===== config.mk =====
export PLATFORM = sky130hd
export DESIGN_NAME = hazard_scheduler
export DESIGN_NICKNAME = d
export VERILOG_FILES = /design/src/rtl/hazard_scheduler_pkg.sv /design/src/rtl/hazard_scheduler_fwd_sel.sv /design/src/rtl/hazard_scheduler.sv
export SDC_FILE = /design/constraint.sdc
export NUM_CORES = 1
export LEC_CHECK = 0
export BUFFER_PORTS_ARGS = -buffer_cell sky130_fd_sc_hd__buf_2
export CAP_MARGIN = 20
export CORE_UTILIZATION = 34
export CTS_BUF_LIST = sky130_fd_sc_hd__clkbuf_2 sky130_fd_sc_hd__clkbuf_4 sky130_fd_sc_hd__clkbuf_8
export DETAILED_ROUTE_END_ITERATION = 16
export SLEW_MARGIN = 20
export SYNTH_ARGS = -nofsm -noshare
export SYNTH_HDL_FRONTEND = slang
export SYNTH_HIERARCHICAL = 1
export SYNTH_SLANG_ARGS = --single-unit

===== constraint.sdc =====
create_clock -name clk -period 1.9 [get_ports clk]
set_input_delay 0.38 -clock clk [delete_from_list [all_inputs] [get_ports clk]]
set_output_delay 0.38 -clock clk [all_outputs]
set_load 0.03 [all_outputs]

===== src/rtl/hazard_scheduler_pkg.sv =====
// Shared pipeline types for the hazard scheduler: forward select encodings,
// shadow slot records and small helpers used by the top and fwd_sel.
package hazard_scheduler_pkg;

  localparam int REG_W = 5;
  localparam int CNT_W = 16;

  typedef enum logic [1:0] {
    FWD_RF  = 2'b00,
    FWD_WB  = 2'b01,
    FWD_MEM = 2'b10
  } fwd_sel_e;

  typedef struct packed {
    logic             valid;
    logic [REG_W-1:0] rd;
    logic             regwrite;
    logic             load;
  } slot_t;

  // Execute also remembers its sources so forwarding can be resolved there.
  typedef struct packed {
    slot_t            base;
    logic [REG_W-1:0] rs1;
    logic [REG_W-1:0] rs2;
  } e_slot_t;

  // x0 is hard-wired to zero, so it never produces a hazard or a forward.
  function automatic logic is_writer(input logic             valid,
                                     input logic             regwrite,
                                     input logic [REG_W-1:0] rd);
    return valid && regwrite && (rd != '0);
  endfunction

  function automatic logic [CNT_W-1:0] sat_inc(input logic [CNT_W-1:0] cnt,
                                               input logic             en);
    return (en && (cnt != '1)) ? cnt + CNT_W'(1) : cnt;
  endfunction

endpackage


===== src/rtl/hazard_scheduler_fwd_sel.sv =====
// Operand forward select for one Execute source register: the most recent
// older writer (Memory before Writeback) supplies the value.
module fwd_sel
  import hazard_scheduler_pkg::*;
(
  input  logic             e_valid,
  input  logic [REG_W-1:0] rs,
  input  slot_t            m_slot,
  input  slot_t            w_slot,
  output fwd_sel_e         sel
);

  logic m_hit;
  logic w_hit;

  always_comb begin
    m_hit = is_writer(m_slot.valid, m_slot.regwrite, m_slot.rd) && (m_slot.rd == rs);
    w_hit = is_writer(w_slot.valid, w_slot.regwrite, w_slot.rd) && (w_slot.rd == rs);
    sel   = FWD_RF;
    if (e_valid) begin
      if (m_hit) begin
        sel = FWD_MEM;
      end else if (w_hit) begin
        sel = FWD_WB;
      end
    end
  end

  // The load flag does not influence source selection.
  logic unused_load_bits;
  assign unused_load_bits = m_slot.load ^ w_slot.load;

endmodule


===== src/rtl/hazard_scheduler.sv =====
// Hazard detection and forwarding control for a five-stage in-order pipeline.
// A shadow copy of the E/M/W slots is rebuilt every cycle from the Decode fields.
module hazard_scheduler
  import hazard_scheduler_pkg::*;
(
  input  logic             clk,
  input  logic             rst,
  input  logic             valid_d,
  input  logic [REG_W-1:0] rs1_d,
  input  logic [REG_W-1:0] rs2_d,
  input  logic [REG_W-1:0] rd_d,
  input  logic             regwrite_d,
  input  logic             load_d,
  input  logic             pcsrc_e,
  output logic             stall_f,
  output logic             stall_d,
  output logic             flush_d,
  output logic             flush_e,
  output logic [1:0]       fwd_a_e,
  output logic [1:0]       fwd_b_e,
  output logic [CNT_W-1:0] stall_cnt,
  output logic [CNT_W-1:0] flush_cnt
);

  e_slot_t          e_q, e_d;
  slot_t            m_q, m_d;
  slot_t            w_q, w_d;
  logic [CNT_W-1:0] stall_cnt_q, stall_cnt_d;
  logic [CNT_W-1:0] flush_cnt_q, flush_cnt_d;

  logic     e_is_load_writer;
  logic     lu;
  logic     stall;
  logic     flush_e_raw;
  fwd_sel_e fwd_a;
  fwd_sel_e fwd_b;

  // Load-use: only the slot directly ahead (Execute) can be a load whose data
  // is not yet available when the Decode instruction reaches Execute.
  always_comb begin
    e_is_load_writer = is_writer(e_q.base.valid, e_q.base.regwrite, e_q.base.rd)
                       && e_q.base.load;
    lu = 1'b0;
    if (e_is_load_writer && valid_d) begin
      lu = (rs1_d == e_q.base.rd) || (rs2_d == e_q.base.rd);
    end
    // A taken branch discards Decode anyway, so it overrides the stall.
    stall       = lu && !pcsrc_e;
    flush_e_raw = lu || pcsrc_e;
  end

  always_comb begin
    e_d = '0;
    if (!flush_e_raw) begin
      e_d.base.valid    = valid_d;
      e_d.base.rd       = rd_d;
      e_d.base.regwrite = regwrite_d;
      e_d.base.load     = load_d;
      e_d.rs1           = rs1_d;
      e_d.rs2           = rs2_d;
    end
    m_d         = e_q.base;
    w_d         = m_q;
    stall_cnt_d = sat_inc(stall_cnt_q, stall);
    flush_cnt_d = sat_inc(flush_cnt_q, pcsrc_e);
  end

  always_ff @(posedge clk or posedge rst) begin
    if (rst) begin
      e_q         <= '0;
      m_q         <= '0;
      w_q         <= '0;
      stall_cnt_q <= '0;
      flush_cnt_q <= '0;
    end else begin
      e_q         <= e_d;
      m_q         <= m_d;
      w_q         <= w_d;
      stall_cnt_q <= stall_cnt_d;
      flush_cnt_q <= flush_cnt_d;
    end
  end

  fwd_sel u_fwd_a (
    .e_valid (e_q.base.valid),
    .rs      (e_q.rs1),
    .m_slot  (m_q),
    .w_slot  (w_q),
    .sel     (fwd_a)
  );

  fwd_sel u_fwd_b (
    .e_valid (e_q.base.valid),
    .rs      (e_q.rs2),
    .m_slot  (m_q),
    .w_slot  (w_q),
    .sel     (fwd_b)
  );

  // Reset holds every control output low even while pcsrc_e is driven.
  always_comb begin
    stall_f = stall && !rst;
    stall_d = stall && !rst;
    flush_d = pcsrc_e && !rst;
    flush_e = flush_e_raw && !rst;
    fwd_a_e = rst ? FWD_RF : fwd_a;
    fwd_b_e = rst ? FWD_RF : fwd_b;
  end

  assign stall_cnt = stall_cnt_q;
  assign flush_cnt = flush_cnt_q;

  // Writeback only feeds forwarding; whether it was a load no longer matters.
  logic unused_w_load;
  assign unused_w_load = w_q.load;

  stall_implies_flush_e: assert property (@(posedge clk) disable iff (rst) stall_d |-> flush_e);

endmodule


-- Word level (Yosys, flattened, before mapping)
Cells that the tools add are included.
- input bits: 21
- output and inout bits: 40
- logic and storage cells: 59
- register bits: 64
- reduce and logical (&&, ||, !) cells: 25
- mux-type cells: 10
- add/subtract/negate cells: 2
- equal/unequal tests: 8
- operators with widths (operator ; count):
    $add A16 B1 Y16 const B ; 2
    $ne A16 B16 Y1 const B ; 2
    $eq A5 B5 Y1 ; 6
    $logic_and A1 B1 Y1 ; 18
    $mux W18 ; 1
    $reduce_bool A5 Y1 ; 3
    $mux W2 ; 6
    $mux W1 ; 3
    $logic_not A1 Y1 ; 2
    $logic_or A1 B1 Y1 ; 2

-- Logic depth before layout (Yosys ltp)
- depth in word-level cells: 7
- depth in mapped cells: 7
- depth with buffers taken out: 6

-- Modules after synthesis
Netlist, hierarchy kept.
- by module, submodules not included (module ; instances ; area each (µm²) ; sequential area each (µm²) ; cells each):
    hazard_scheduler ; 1 ; 2767.7 ; 1651.6 ; 229
    fwd_sel ; 2 ; 175.2 ; 0.0 ; 23

-- Worst setup path before layout
OpenSTA, ideal clock, no wires.
- kind: reg2out
- start point: reg e_q[12] (netlist name)
- end point: out stall_f
- data arrival time: 1.956 ns
- required time: 1.520 ns
- buffers on the path: 2
- setup slack: -0.436 ns
- cell stages (with the launch flop): 8
- cell sequence: dfrtp_1 xnor2_1 nand3_1 o22ai_4 buf_2 nand3_1 nor2_1 buf_4
- word-level cells in the longest chain between the ends: 7
- elaborated cells between the ends (all ways): 10
- those cells by class: 2 x eq/ne; 1 x mux; 7 x reduce/logical
- ends and longest elaborated chain (element ; line ; source):
    from (decl) ; hazard_scheduler.sv:25 ; e_slot_t e_q, e_d;
    from (signal assigned) ; hazard_scheduler.sv:70 ; e_q <= '0;
    from (signal assigned) ; hazard_scheduler.sv:76 ; e_q <= e_d;
    $reduce_bool A5 Y1 ; hazard_scheduler_pkg.sv:32 ; return valid && regwrite && (rd != '0);
    $logic_and A1 B1 Y1 ; hazard_scheduler_pkg.sv:32 ;
    $logic_and A1 B1 Y1 ; hazard_scheduler.sv:42 ; && e_q.base.load;
    $logic_and A1 B1 Y1 ; hazard_scheduler.sv:44 ; if (e_is_load_writer && valid_d) begin
    $mux W1 * ; hazard_scheduler.sv:44 ;
    $logic_and A1 B1 Y1 * ; hazard_scheduler.sv:48 ; stall = lu && !pcsrc_e;
    $logic_and A1 B1 Y1 * ; -- ;
    to (decl) ; hazard_scheduler.sv:15 ; output logic stall_f,
Every way passes the cells marked *; elsewhere a longest branch is shown, timed or not.

-- Worst setup path in the final report
- start point: reg w_q[4] (netlist name)
- end point: out fwd_a_e[0]
- word-level cells in the longest chain between the ends: 7
- elaborated cells between the ends (all ways): 8
- those cells by class: 1 x eq/ne; 4 x mux; 3 x reduce/logical
- ends and longest elaborated chain (element ; line ; source):
    from (decl) ; hazard_scheduler.sv:27 ; slot_t w_q, w_d;
    from (signal assigned) ; hazard_scheduler.sv:78 ; w_q <= w_d;
    $reduce_bool A5 Y1 ; hazard_scheduler_pkg.sv:32 ;
    $logic_and A1 B1 Y1 ; hazard_scheduler_pkg.sv:32 ;
    $logic_and A1 B1 Y1 * ; hazard_scheduler_fwd_sel.sv:18 ; w_hit = is_writer(w_slot.valid, w_slot.regwrite, w_slot.rd) && (w_slot.rd == rs);
    $mux W1 * ; hazard_scheduler_fwd_sel.sv:23 ; end else if (w_hit) begin
    $mux W2 * ; hazard_scheduler_fwd_sel.sv:21 ; if (m_hit) begin
    $mux W2 * ; hazard_scheduler_fwd_sel.sv:20 ; if (e_valid) begin
    via fwd_a[0] ; hazard_scheduler.sv:35 ; fwd_sel_e fwd_a;
    $mux W2 * ; hazard_scheduler.sv:106 ; fwd_a_e = rst ? FWD_RF : fwd_a;
    to (decl) ; hazard_scheduler.sv:19 ; output logic [1:0] fwd_a_e,
Mark *: on every way through the listed nets, which the timed path passes. The rest lies on a longest branch.

==> impl_metrics.csv <==
group,metric,value,unit
layout,nets,384,
status,violations,"setup timing",
synth,synthesis.nets,296,
layout,final_common_cell,"dfrtp_1",
grt,track_usage,15.3,%
layout,diodes,0,
floorplan,rows,34,
synth,synthesis.area,3070,sq um
flow_run,maxCapViolations,0,
timing,skew,0.00670,ns
route,vias,2271,
grt,grt_overflow_total,0,
timing,hold_viol,0,
placed_design,portBuffers,60,
worst_setup_path,crit_arrival,1.98,ns
grt,grt_antenna_before_repair,0,
route,wl_met1,3120,um
timing,worstMarginPinSlew,0.449,ns
floorplan,die_w,97.0,um
layout,final.fill_count,807,
synth,yosys_warnings,6,
route,first_pass_iters,4,
placed_design,gp_congestion,0.851,
layout,instances_no_fill,474,
route,drtIter0Drc,78,
worst_setup_path,required,1.52,ns
worst_setup_path,crit_fanout,3,
timing,rsz0062_at_grt,"true",
route,met3_length,334,um
clock_tree,postCtsHoldBufs,0,
layout,area_growth,31.8,%
route,ant_nets,0,
status,outcome,"finished with violations",
timing,worst_slack,-0.460,ns
pwr,power_density,847,nW/um^2
clock_tree,numCtsBuffers,9,
placed_design,place_hpwl,5060,um
timing,fmax,424,MHz
route,wl_met2,3230,um
grt,grt_max_degree,41,
floorplan,die_y,97.0,um
synth,syn_inst,273,
grt,grt_first_pass_wirelength,11300,um
clock_tree,cts_tree,"done",
grt,grt_pass1_vias,2357,
synth,avgSynthCellArea,11.2,sq um
clock_tree,clock_latency,0.33,ns
clock_tree,cts_max_path_buffers,2,
worst_setup_path,ff2ff_setup_slack,0.04,ns
clock_tree,cts-root-buf,"clkbuf_8",
route,drc,0,
clock_tree,htree_levels,3,
timing,setup_viol,7,
timing,min_period,2.36,ns
floorplan,die_area,9410,sq um
layout,final_cell_mix,"dfrtp_1, buf_2, xnor2_1",
timing,finalMaxSlewViolations,0,
floorplan,start_util,35.2,%
pwr,ir_drop,0.718,mV
route,routedWlPerCell,14.3,um
timing,min_period_over_period,124,%
placed_design,dp_cells,458,
worst_setup_path,worstSetupPathType,"reg -> out",
timing,whs,0.218,ns
route,highest_layer,"met4",
worst_setup_path,crit_path_start_kind,"register",
worst_setup_path,end_kind,"output pin",
clock_tree,clock-sinks,64,
route,finalWirelength,6790,um
min_path,hold_class,"in -> async",
floorplan,core_area,8720,sq um
timing,slew_headroom,69.9,%
clock_tree,cts.clk_slew.worst_paths,0.07,ns
floorplan,ios,61,
pwr,p_leak,0.00186,uW
route,via_per_inst,4.79,
layout,drive_gt1_share,39.1,%
-- per-stage QoR --
stage	setup TNS [ns]	util (%)	total power [uW]	area (sq um)	setup slack, ns
floorplan	-0.185	-	2000	3110	-0.118
global placement	-0.437	42.3	2230	3690	-0.160
detailed placement	-0.493	42.3	2240	3690	-0.172
global route	-3.06	46.4	3600	4040	-0.593
finish	-2.20	46.4	3420	4040	-0.460
CTS	-2.49	45.4	3450	3960	-0.482
-- per-layer routing --
metal  GRT usage, %  up-vias
li1               -     1122
met1           19.9     1084
met2           24.3       56
met3           3.68        9
met4           6.43        0
met5              0        -
-- final cells by class --
| cell class | count | area, sq um | share of cell area, % |
|---|---|---|---|
| Clock inverter | 5 | 55.1 | 1.36 |
| Tap cell | 108 | 135 | 3.34 |
| Clock buffer | 11 | 151 | 3.74 |
| Inverter | 7 | 30.0 | 0.743 |
| Sequential cell | 64 | 1610 | 39.9 |
| Timing Repair Buffer | 83 | 526 | 13.0 |
| Multi-Input combinational cell | 196 | 1540 | 38.0 |
-- power by group --
group	switching, uW	total [uW]	internal (uW)
sequential	137	1610	1470
clock	515	1190	672
combinational	375	632	256
-- state kept, by name (all words and copies together), names as in the netlist --
register	count
flush_cnt	16
stall_cnt	16
e_q	18
m_q	7
w_q	7
-- critical path, cell delays in order, from the launching register on --
cell and delay [ns]:
dfrtp_1 0.43, xnor2_1 0.15, nand4_1 0.11, or4_4 0.52
nor3b_2 0.16, nor2b_4 0.16, buf_6 0.13
-- worst paths after layout --
kind                                         from                        to  cells after the start
worst min register to register  e_q[11]$_DFF_PP0_          m_q[1]$_DFF_PP0_                      0
min in group clk                       regwrite_d         e_q[11]$_DFF_PP0_                      2
max in group asynchronous                     rst  stall_cnt[6]$_DFFE_PP0P_                      3
worst min-delay path                          rst          w_q[1]$_DFF_PP0_                      3
worst max register to register  e_q[14]$_DFF_PP0_  stall_cnt[1]$_DFFE_PP0P_                      6
worst max-delay path             w_q[4]$_DFF_PP0_                fwd_a_e[0]                      6
-- timing repair --
action	in CTS	in global routing
gates resized for setup	18	17
setup buffers	0	0
pin swaps	5	5
endpoints found under the hold margin	0	0
gates cloned	0	0
endpoints found under the setup margin	7	9
(Power assumes the default switching activity.)
